===== config.mk =====
export PLATFORM = sky130hd
export DESIGN_NAME = cdc_wr_arbiter
export DESIGN_NICKNAME = d
export VERILOG_FILES = /design/src/rtl/cdc_wr_arbiter_pkg.sv /design/src/rtl/cdc_wr_arbiter_rr_pick.sv /design/src/rtl/cdc_wr_arbiter.sv
export SDC_FILE = /design/constraint.sdc
export NUM_CORES = 1
export LEC_CHECK = 0
export ABC_AREA = 1
export CAP_MARGIN = 20
export CORE_ASPECT_RATIO = 0.7
export CORE_MARGIN = 8
export CORE_UTILIZATION = 52
export DETAILED_ROUTE_END_ITERATION = 12
export DONT_BUFFER_PORTS = 1
export GPL_TIMING_DRIVEN = 0
export PLACE_DENSITY = 0.63
export SLEW_MARGIN = 20
export SYNTH_ARGS = -nofsm -noshare
export SYNTH_HDL_FRONTEND = slang
export SYNTH_SLANG_ARGS = --single-unit

===== constraint.sdc =====
create_clock -name clk -period 2.1 [get_ports clk]
set_input_delay 0.21 -clock clk [delete_from_list [all_inputs] [get_ports clk]]
set_output_delay 0.21 -clock clk [all_outputs]
set_load 0.02 [all_outputs]

===== src/rtl/cdc_wr_arbiter_pkg.sv =====
// Shared types and constants for the CDC FIFO write-port arbiter.
package cdc_arb_pkg;

  typedef enum logic [1:0] {
    IDLE = 2'd0,
    HDR  = 2'd1,
    DATA = 2'd2
  } state_e;

  // Upper nibble of every source-tag header byte.
  localparam logic [3:0] HDR_MARK = 4'hA;

  // Ceiling log2, minimum result 0; used only on elaboration constants.
  function automatic int clog2(input int v);
    int r;
    r = 0;
    for (int i = 0; i < 31; i++) begin
      if ((1 << i) < v) r = i + 1;
    end
    return r;
  endfunction

endpackage


===== src/rtl/cdc_wr_arbiter_rr_pick.sv =====
// Round-robin picker: first set request scanning ptr+1, ptr+2, ... mod N.
module rr_pick
  import cdc_arb_pkg::*;
#(
  parameter int N  = 4,
  parameter int IW = clog2(N)
) (
  input  logic [N-1:0]  req,
  input  logic [IW-1:0] ptr,
  output logic [IW-1:0] id,
  output logic          any
);

  logic [IW-1:0] idx;

  // Scan from the farthest offset down so the nearest requester wins last.
  always_comb begin
    id  = '0;
    any = 1'b0;
    idx = '0;
    for (int k = N; k >= 1; k--) begin
      idx = IW'((int'(ptr) + k) % N);
      if (req[idx]) begin
        id  = idx;
        any = 1'b1;
      end
    end
  end

endmodule


===== src/rtl/cdc_wr_arbiter.sv =====
// Packet-level round-robin arbiter feeding the write side of an 8-bit CDC FIFO.
// Each granted packet is optionally prefixed by a {HDR_MARK, id} tag byte.
module cdc_wr_arbiter
  import cdc_arb_pkg::*;
#(
  parameter int N      = 4,
  parameter int DW     = 8,
  parameter int MAXLEN = 256,
  parameter int TAG_EN = 1,
  localparam int IW    = clog2(N),
  localparam int LW    = clog2(MAXLEN)
) (
  input  logic            clk,
  input  logic            rst_n,
  input  logic [N-1:0]    req_vd,
  input  logic [N*DW-1:0] req_dat,
  input  logic [N-1:0]    req_last,
  output logic [N-1:0]    req_rdy,
  input  logic            fifo_afull,
  output logic            fifo_wr_en,
  output logic [DW-1:0]   fifo_wr_dat,
  output logic            busy,
  output logic [IW-1:0]   cur_id,
  output logic            pkt_err
);

  state_e          state_q, state_d;
  logic [IW-1:0]   cur_id_q, cur_id_d;
  logic [IW-1:0]   ptr_q, ptr_d;
  logic [LW-1:0]   len_q, len_d;
  logic            wr_en_q, wr_en_d;
  logic [DW-1:0]   wr_dat_q, wr_dat_d;
  logic            pkt_err_q, pkt_err_d;

  logic [IW-1:0]   pick_id;
  logic            pick_any;
  logic [DW-1:0]   beat_dat;
  logic            beat_last;
  logic            xfer;

  rr_pick #(.N(N), .IW(IW)) u_pick (
    .req (req_vd),
    .ptr (ptr_q),
    .id  (pick_id),
    .any (pick_any)
  );

  assign beat_dat  = req_dat[int'(cur_id_q)*DW +: DW];
  assign beat_last = req_last[cur_id_q];
  assign xfer      = (state_q == DATA) && req_vd[cur_id_q] && !fifo_afull;

  // Ready only for the granted requester while data may flow.
  for (genvar g = 0; g < N; g++) begin : g_rdy
    assign req_rdy[g] = (state_q == DATA) && (cur_id_q == IW'(g)) && !fifo_afull;
  end

  assign fifo_wr_en  = wr_en_q;
  assign fifo_wr_dat = wr_dat_q;
  assign busy        = (state_q != IDLE);
  assign cur_id      = cur_id_q;
  assign pkt_err     = pkt_err_q;

  // Next-state and write-stage logic; writes land one clock after acceptance.
  always_comb begin
    state_d   = state_q;
    cur_id_d  = cur_id_q;
    ptr_d     = ptr_q;
    len_d     = len_q;
    wr_en_d   = 1'b0;
    wr_dat_d  = wr_dat_q;
    pkt_err_d = 1'b0;
    unique case (state_q)
      IDLE: begin
        if (pick_any) begin
          cur_id_d = pick_id;
          len_d    = '0;
          state_d  = (TAG_EN != 0) ? HDR : DATA;
        end
      end
      HDR: begin
        if (!fifo_afull) begin
          wr_en_d  = 1'b1;
          wr_dat_d = {HDR_MARK, (DW-4)'(cur_id_q)};
          state_d  = DATA;
        end
      end
      DATA: begin
        if (xfer) begin
          wr_en_d  = 1'b1;
          wr_dat_d = beat_dat;
          len_d    = len_q + 1'b1;
          if (beat_last || (len_q == LW'(MAXLEN-1))) begin
            // Forced end flags an error only when the source did not close it.
            pkt_err_d = !beat_last;
            len_d     = '0;
            ptr_d     = cur_id_q;
            state_d   = IDLE;
          end
        end
      end
      default: state_d = IDLE;
    endcase
  end

  // State and output registers; ptr resets to N-1 so requester 0 goes first.
  always_ff @(posedge clk or negedge rst_n) begin
    if (!rst_n) begin
      state_q   <= IDLE;
      cur_id_q  <= '0;
      ptr_q     <= IW'(N-1);
      len_q     <= '0;
      wr_en_q   <= 1'b0;
      wr_dat_q  <= '0;
      pkt_err_q <= 1'b0;
    end else begin
      state_q   <= state_d;
      cur_id_q  <= cur_id_d;
      ptr_q     <= ptr_d;
      len_q     <= len_d;
      wr_en_q   <= wr_en_d;
      wr_dat_q  <= wr_dat_d;
      pkt_err_q <= pkt_err_d;
    end
  end

endmodule


Word level (Yosys, flattened, before mapping)
Index checks and enable logic that the tools add are counted.
W data, S select, Z words.
Word-level totals
  register bits: 24
  word-level logic and storage cells: 89
  input bits: 43
Cells by class
  $add $sub $neg: 5
  reductions and logical operators: 23
  shift operators: 1
  multiplexer cells: 38
  $lt $le $gt $ge: 5
  equality and inequality tests: 10
Operators by type and width (count)
  $mux W8: 5
  $pmux W8 S2: 2
  $shiftx A32 B6 Y8: 1
  $mux W2: 8
  $lt A2 B3 Y1 const B: 5
  $mux W1: 15
  $bmux W1 S2: 6
  $logic_and A1 B1 Y1: 10
  $reduce_and A3 Y1: 3
  $add A8 B1 Y8 const B: 1
  $eq A8 B8 Y1 const B: 1
  $eq A2 B2 Y1 const B: 3
  $ne A2 B2 Y1 const B: 3
  $pmux W2 S3: 1
  $reduce_bool A2 Y1: 3
  $add A2 B1 Y2 const B: 2
  $add A2 B2 Y2 const B: 2
  $eq A2 B1 Y1 const B: 2
  $logic_not A2 Y1: 2
  $reduce_and A4 Y1: 1
  $logic_not A1 Y1: 2
  $ne A2 B1 Y1 const B: 1
  $pmux W1 S2: 1
  $reduce_and A2 Y1: 1
  $logic_or A1 B1 Y1: 1

Logic depth before layout (Yosys ltp)
Gate-level depths: netlist of run 1.
  word-level depth: 9
  gate-level depth with buffers: 12

By module
A second synthesis of run 1 with hierarchy kept.
Second synthesis, totals
  cells, all modules: 289
  area, all modules: 1871.8 µm²
By module, submodules not included
  cdc_wr_arbiter: instances 1, area each 1645.3 µm², cells an instance 240
  rr_pick: instances 1, area each 226.5 µm², cells an instance 49

Worst setup path before layout of run 1
No wires, ideal clock.
  kind: reg2out
  from: reg state_q[0]
  to: out req_rdy[0]
  required time: 1.890 ns
  path slack: 0.476 ns
  cell stages (with the launch flop): 7
  path buffers: 0
  arrival time: 1.414 ns
  cells stage by stage: dfrtp_1 -> inv_1 -> ha_1 -> inv_1 -> nor2_1 -> inv_1 -> nor3_1
Between the ends
  longest elaborated chain between the ends: 3
RTL lines
  start, declared: RTL line cdc_wr_arbiter.sv:27  | state_e state_q, state_d;
  start signal, assigned: RTL line cdc_wr_arbiter.sv:116  | state_q <= state_d;
  $eq A2 B2 Y1: RTL line cdc_wr_arbiter.sv:54  | assign req_rdy[g] = (state_q == DATA) && (cur_id_q == IW'(g)) && !fifo_afull;
  $logic_and A1 B1 Y1 (2 in series): RTL line cdc_wr_arbiter.sv:54
  end, declared: RTL line cdc_wr_arbiter.sv:18  | output logic [N-1:0] req_rdy,
No other way between the ends.

Worst setup path after layout of run 1
  from: reg state_q[0]
  to: out req_rdy[2]
Same word-level chain as after synthesis.

==> results.md, run 1 <==
- The flow ran to the end, but the final reports show violations.
- The checks that failed: negative setup slack.
- The height of the die is 66.6 um.
- At the end of routability-driven placement, the weighted congestion stood at 0.893.
- The post-detailed-placement half-perimeter wirelength is 3640 um.
- The largest fanout of any net on the critical path is 4.
- The multi-input logic area is 1110 um2.
- The highest clock rate is 0.469 GHz.
- For this block, the via count after detailed routing is 1,709.
- Before CTS, the worst setup slack after placement is 274 ps.
- Across every metal layer, demand over resource in global routing totals 0.169.
- TritonCTS built the clock tree.
- The final layout contains 328 nets.
- The first detailed-routing pass ran for 4 iterations.
- Data arrives at the worst endpoint at 1920 ps.
- The cell accounting for the most synthesized area is sky130_fd_sc_hd__dfrtp_1.
- The maximum level of the CTS H-tree is 1.
- The clock passes through at most 2 buffers.
- The die is 88.3 um wide.
- The final hold violation count was 0.
- In this run, synthesis inferred 0 flip-flops with an integrated enable.
- For this run, the leading register cell type out of synthesis is sky130_fd_sc_hd__dfrtp_1.
- The worst register-to-register path begins at state_q[0].
- The post-layout minimum cycle time is 2130 ps.
- At the pin with the least slew margin, the transition time is 631 ps.
- The tree built by TritonCTS fans out to 24 sinks.
- Pin placement for this block handled 60 I/O pins.
- STA puts the critical path data required time at 1890 ps.
- The cell depth of the worst flop-to-flop path is 10.
- In the routed design, unresolved DRC markers number 0.
- Clock tree synthesis selected as its root buffer the cell sky130_fd_sc_hd__clkbuf_8.
- The share of final-layout standard cells stronger than drive strength 1 is 0.173.
- The share of the synthesized area in the top cell type is 0.289.
- The headroom to the max-slew limit is 0.576.
- The average detailed-routed wire length per instance is 14.1 um.
- Synthesis inferred 24 register bits.
- The number of design-rule violations left by the first detailed-router iteration is 89.
- The synthesized netlist net count is 321.
- By area the synthesized netlist is led by sky130_fd_sc_hd__dfrtp_1 29%, sky130_fd_sc_hd__nand2_1 21%, sky130_fd_sc_hd__o21ai_2 6.9%.
- The total area inside the core boundary comes to 3510 um2.
- The reported max-cap violation count is 0.
- The part of the Yosys area used for sequential elements is 0.317.
- The worst hold path passes through 3 cells.
- The standby leakage power is 1.02 nW.
- The commonest cells after synthesis are 105 x sky130_fd_sc_hd__nand2_1, 24 x sky130_fd_sc_hd__inv_1, 22 x sky130_fd_sc_hd__dfrtp_1.
- The worst register-to-register path has a setup slack of 340 ps.
- Each instance of the synthesized netlist takes up on average 6.99 um2.
- The total area of sequential cells is 603 um2.
- The worst setup skew after layout is 5.30 ps.
- By startpoint and endpoint, the worst setup path is classified as flop to primary output.
- The number of different library cells used by synthesis comes to 32.
- The capture endpoint of the worst hold path is pkt_err.
- Setup slack on the critical path of the routed design comes to -33.1 ps.
- The residual overflow from global routing is 0.
- The first global-routing pass estimated 7690 um of wire.
- The kind of end point of the critical path is a primary output.
- The number of global-route vias before repair is 1,628.
- The peak ir drop on the vdd network is 0.776 mV.
- The number of antenna diodes in the final layout is 0.
- The placement row count is 18.
- For this run, the number of Yosys warnings is 0.
- The initial cell density of the core is 0.541.
- The final count of pins violating max slew is 0.
- Of the available clock period, the critical path in the final layout requires 1.02.
- After layout, the design draws a total of 3.13 mW.
- The synthesized area is 1900 um2.
- Buffers inserted during clock tree synthesis total 3.
- After detailed routing, the number of vias per cell comes to 5.21.
- Counting every instance in the synthesized netlist gives 272.
- The worst hold path begins at req_last[2].
- The post-CTS setup buffer count is 0.
- The clock insertion delay at the later pin of the skew report is 280 ps.
- The final-report setup violation count is 2.
- The initial antenna violation count is 0.
- After clock tree synthesis, the clock-pin slew on the worst setup and hold paths is 90 ps.
- The filler cells instantiated in the layout total 350.
- The number of I/O port buffers is 0.
- Setup repair after global routing could not meet its margin everywhere.
- The most instantiated library cell after synthesis is sky130_fd_sc_hd__nand2_1.
- The number of nets with antenna violations after routing is 0.
- The maximum number of pins on one net before global-route repair is 25.
- For this block, the routed nets add up to 4640 um of wire.
- The startpoint class of the critical path is a flop.
- Counting flops with an async set or reset pin after synthesis yields a share of 1.00.
- Relative to the synthesized area, the layout overhead comes to 8.88%.
- The post-route core utilization is 0.589.
- Dividing total power by cell area gives a power density of 1510 nW/um2.
- The tightest min-delay check is of the input port to flop type.
- The endpoint identified for the worst register-to-register timing path is fifo_wr_dat[6].
- The floorplan step defined a die boundary enclosing 5880 um2.
## metrics by stage
stage                     hold slack (ps)  setup TNS [ps]  cell area (um2)  cells
after floorplan                     -85.6               0             1900    272
after global placement              -85.0               0             1960    322
after detailed placement            -84.9               0             1960    322
after CTS                             106            -109             2070    328
after global routing                  114            -342             2070    328
final                                 112           -64.0             2070    328
## logic make-up (layout without fill, tap and decap cells)
logic type | count (synthesis) | after routing | share of synthesized area
AO/OA/AOI/OAI | 41 | 41 | 0.153
XOR/XNOR | 3 | 3 | 0.0138
adder cells (fa/ha/maj) | 6 | 6 | 0.0395
buffers and inverters | 35 | 41 | 0.0993
flip-flops | 24 | 24 | 0.317
AND/OR/NAND/NOR | 163 | 163 | 0.378
## placed cells by master, fill, tap and decap left out, drive strengths merged
cell,n
a21oi,7
a22o,4
buf,8
bufinv,1
clkbuf,4
dfrtp,22
dfstp,2
dlygate4sd3,1
ha,6
inv,27
nand2,113
nand3,17
nand3b,1
nand4,6
nor2,20
nor3,5
o21a,1
o21ai,29
or2,1
xnor2,1
xor2,2
## layer usage
metal  GRT usage  vias to the layer above  wire length [um]
met4      0.0503                        0                46
met5           0                        -                 0
met1       0.223                      764              2260
met3      0.0528                        5               310
met2       0.259                       55              2020
li1            -                      885                 -
## worst max path at each step
stage | from | end | slack [ps] | cells after the start
floorplan | state_q[0] | req_rdy[0] | 480 | 6
global placement | state_q[0] | req_rdy[2] | 300 | 6
detailed placement | state_q[0] | req_rdy[2] | 270 | 6
CTS | state_q[0] | req_rdy[2] | -40 | 6
global route | state_q[0] | req_rdy[2] | -170 | 6
finish | state_q[0] | req_rdy[2] | -30 | 6
## what timing repair did
item                       4_1_cts  5_1_grt
cloned                           0        0
setup endpoints to repair        3        3
hold endpoints to repair        24        0
hold buffers                     2        0
resized for setup                0        1
## cell type report
class | instances | area share
plain buffers | 8 | 0.0399
clock inverters | 1 | 0.0145
repair buffers | 2 | 0.0145
clock buffers | 3 | 0.0199
inverters | 27 | 0.0514
well taps | 50 | 0.0302
flip-flops and latches | 24 | 0.291
multi-input cells | 213 | 0.538
## report_power, final
| part | total, mW | internal [mW] | switching, mW |
|---|---|---|---|
| combinational | 1.84 | 0.646 | 1.20 |
| clock | 0.417 | 0.255 | 0.162 |
| sequential | 0.868 | 0.624 | 0.244 |
| total | 3.13 | 1.53 | 1.60 |
## flip-flops by register name (all words and copies together) (netlist names)
name,flops
fifo_wr_en,1
fifo_wr_dat,8
state_q,2
cur_id,2
pkt_err,1
len_q,8
ptr_q,2
## worst max-delay path: stages, from the launching register on
cell,delay (ps)
sky130_fd_sc_hd__dfrtp_1,420
sky130_fd_sc_hd__inv_1,120
sky130_fd_sc_hd__ha_1,190
sky130_fd_sc_hd__inv_1,120
sky130_fd_sc_hd__nor2_1,170
sky130_fd_sc_hd__inv_1,110
sky130_fd_sc_hd__nor3_1,510
No activity file was read; power rests on OpenSTA's default activity.
==> run 2: changes to the inputs <==
Settings changed: CORE_ASPECT_RATIO 0.7 to 1.4, SLEW_MARGIN 20 to default.
==> run 2 against run 1 <==
Net effect:
- the run still ends with negative setup slack left
- die area about the same
- global-route usage decreased by 0.81 points
- clock skew increased by 3.1 ps
- largest cell class unchanged
- clock-buffer cell count unchanged
- flip-flop and latch count unchanged
- hold slack improved by 25 ps
- critical endpoint unchanged
- clock power decreased by 3%
- register-to-register slack improved by 30 ps
- cell count decreased by 2.4%
- first-iteration DRC count increased by 24%
- final area decreased by 0.48%
- setup slack improved by 3.7 ps
==> results.md, run 2 (synthesized netlist as in run 1, its figures left out) <==
- The run finished, with violations left.
- The final reports fail on negative setup slack.
- The detailed-route DRC error count is 0.
- The met3 demand-to-capacity share in global routing is 0.0448.
- The clock passes through at most 2 buffers.
- The clock tree root buffer cell is sky130_fd_sc_hd__clkbuf_8.
- The share of final-layout standard cells stronger than drive strength 1 is 0.173.
- The data arrival time at the worst-slack endpoint is 1920 ps.
- The worst setup path is of the flop to primary output kind.
- In this run the count of I/O pins placed on the die edge is 60.
- IR analysis of the VDD net gives a maximum drop of 0.929 mV.
- The global router's overall resource usage is 0.161.
- The required time at the worst-slack endpoint is 1890 ps.
- The number of global-route vias before repair was 1,734.
- The largest fanout of any net on the critical path is 4.
- The filler cell count is 373.
- The final count of pins violating max slew came to 0.
- The final-report setup violation count is 2.
- The power per unit of standard cell area is 1500 nW/um2.
- The maximum level of the CTS H-tree is 1.
- The post-route core utilization is 0.576.
- The die span in x is 67.1 um.
- Using the TritonRoute via totals, the vias-per-cell ratio works out to 5.28.
- Dividing the detail-routed wire length by the instance count gives 14.0 um.
- Measured along the y axis, the die boundary spans 87.6 um.
- The initialized floorplan defines 26 standard-cell rows.
- The repair_antennas step left the layout with diodes totalling 0.
- The number of design-rule violations left by the first detailed-router iteration is 110.
- The busiest layer in global routing is met2.
- The setup TNS is -56.7 ps.
- The die covers 5880 um2.
- The global-route wire length before repair is 7620 um.
- The count of nets after finishing is 328.
- Setup slack on the critical path of the routed design comes to -29.4 ps.
- On the final layout, the worst hold slack is 137 ps.
- STA classifies the critical path startpoint as a flop.
- The number of nets with antenna violations after routing is 0.
- The congestion estimate from routability-driven global placement came to 0.834.
- Between clock sinks in the finished design, the worst skew comes to 8.43 ps.
- The number of I/O port buffers is 0.
- In the layout the commonest cells are 105 x sky130_fd_sc_hd__nand2_1, 24 x sky130_fd_sc_hd__inv_1, 22 x sky130_fd_sc_hd__dfrtp_1.
- The later pin in the worst-skew pair is clocked with a latency of 260 ps.
- The most frequent standard cell in the layout excluding fill and tap cells is sky130_fd_sc_hd__nand2_1.
- The first-pass iteration count of the detailed router is 4.
- Dividing the final minimum period by the clock period gives 1.01.
- The number of CTS-inserted buffers is 3.
- In the final layout, flip-flops and latches occupy 603 um2.
- The maximum number of pins on one net before global-route repair is 25.
- Clock-pin slew was measured on the worst setup and hold paths at 90 ps.
- The area growth from synthesis to layout is 8.36%.
- The post-detailed-placement half-perimeter wirelength is 3650 um.
- In the global route stage, met1 resource usage came out at 0.200.
- Summed over all cells, the static leakage comes to 1.02 nW.
- The highest clock rate is 0.470 GHz.
- The initial cell density of the core is 0.531.
- The clock tree from TritonCTS is done.
- The class of the tightest hold or removal check is input port to flop.
- STA classifies the critical path endpoint as a primary output.
- The worst pin sits at a relative slew slack of 0.559.
- At the pin with the least slew margin, the transition time is 656 ps.
- The initial antenna violation count is 0.
- Setup repair after global routing could not meet its margin everywhere.
- The core region is 3580 um2.
- For met2 alone, demand over resource in global routing was 0.269.
- The reported max-cap violation count is 0.
- The via total after detailed routing is 1,689.
- The residual overflow from global routing is 0.
- The TritonCTS sink count is 24.
- For this block, the routed nets add up to 4490 um of wire.
- The final hold violation count is 0.
- Summing all multi-input logic gate instances after layout gives 1110 um2.
- The post-layout minimum cycle time is 2130 ps.
run 2: cell counts in the layout (fill, tap and decap cells not counted):
Identical to the previous run, type by type.
run 2: final cells by class:
class                      instances  area share
clock inverter                     1      0.0146
tap                               42      0.0255
clock buffer                       3      0.0200
sequential                        24       0.293
multi-input combinational        213       0.541
inverter                          27      0.0516
timing repair buffer               2      0.0146
buffer                             8      0.0401
run 2: final timing paths:
check | start | to | slack [ps] | depth (start not counted)
min in group asynchronous | rst_n | len_q[6] | 390 | 2
min reg2reg | ptr_q[1] | ptr_q[1] | 520 | 2
min | req_dat[23] | fifo_wr_dat[7] | 140 | 2
max | state_q[0] | req_rdy[2] | -30 | 6
max in group asynchronous | rst_n | ptr_q[0] | 1470 | 2
max reg2reg | state_q[0] | fifo_wr_dat[5] | 370 | 10
run 2: per-stage QoR:
| step | instance area [um2] | total power [mW] | setup WS [ps] | instances |
|---|---|---|---|---|
| after floorplan | 1900 | 2.34 | 476 | 272 |
| after global placement | 1950 | 2.67 | 264 | 314 |
| after detailed placement | 1950 | 2.70 | 275 | 314 |
| after CTS | 2060 | 3.12 | -31.7 | 320 |
| after global routing | 2060 | 3.38 | -199 | 320 |
| final | 2060 | 3.08 | -29.4 | 320 |
run 2: repair_timing:
| item | in CTS | in global routing |
|---|---|---|
| resized for setup | 0 | 1 |
| endpoints found under the hold margin | 24 | 0 |
| pin swaps | 0 | 0 |
| setup buffers | 0 | 0 |
| hold buffers | 2 | 0 |
| endpoints found under the setup margin | 3 | 3 |
run 2: worst max-delay path, stage by stage (launching register included):
cell                      delay [ps]
sky130_fd_sc_hd__dfrtp_1         430
sky130_fd_sc_hd__inv_1           130
sky130_fd_sc_hd__ha_1            190
sky130_fd_sc_hd__inv_1           100
sky130_fd_sc_hd__nor2_1          170
sky130_fd_sc_hd__inv_1           120
sky130_fd_sc_hd__nor3_1          530
run 2: routing by layer:
metal	vias up	share of wire	routed length, um
met4	0	0.0060	27
met5	-	0	0
met1	745	0.44	1980
met3	2	0.072	321
met2	57	0.48	2160
li1	885	-	-
run 2: where the power goes:
group / leakage, nW / internal, mW / switching (mW) / total (mW)
Sequential: 0.311 / 0.624 / 0.246 / 0.870
Clock: 0.0357 / 0.255 / 0.148 / 0.403
Combinational: 0.675 / 0.645 / 1.16 / 1.81
Total: 1.02 / 1.52 / 1.56 / 3.08
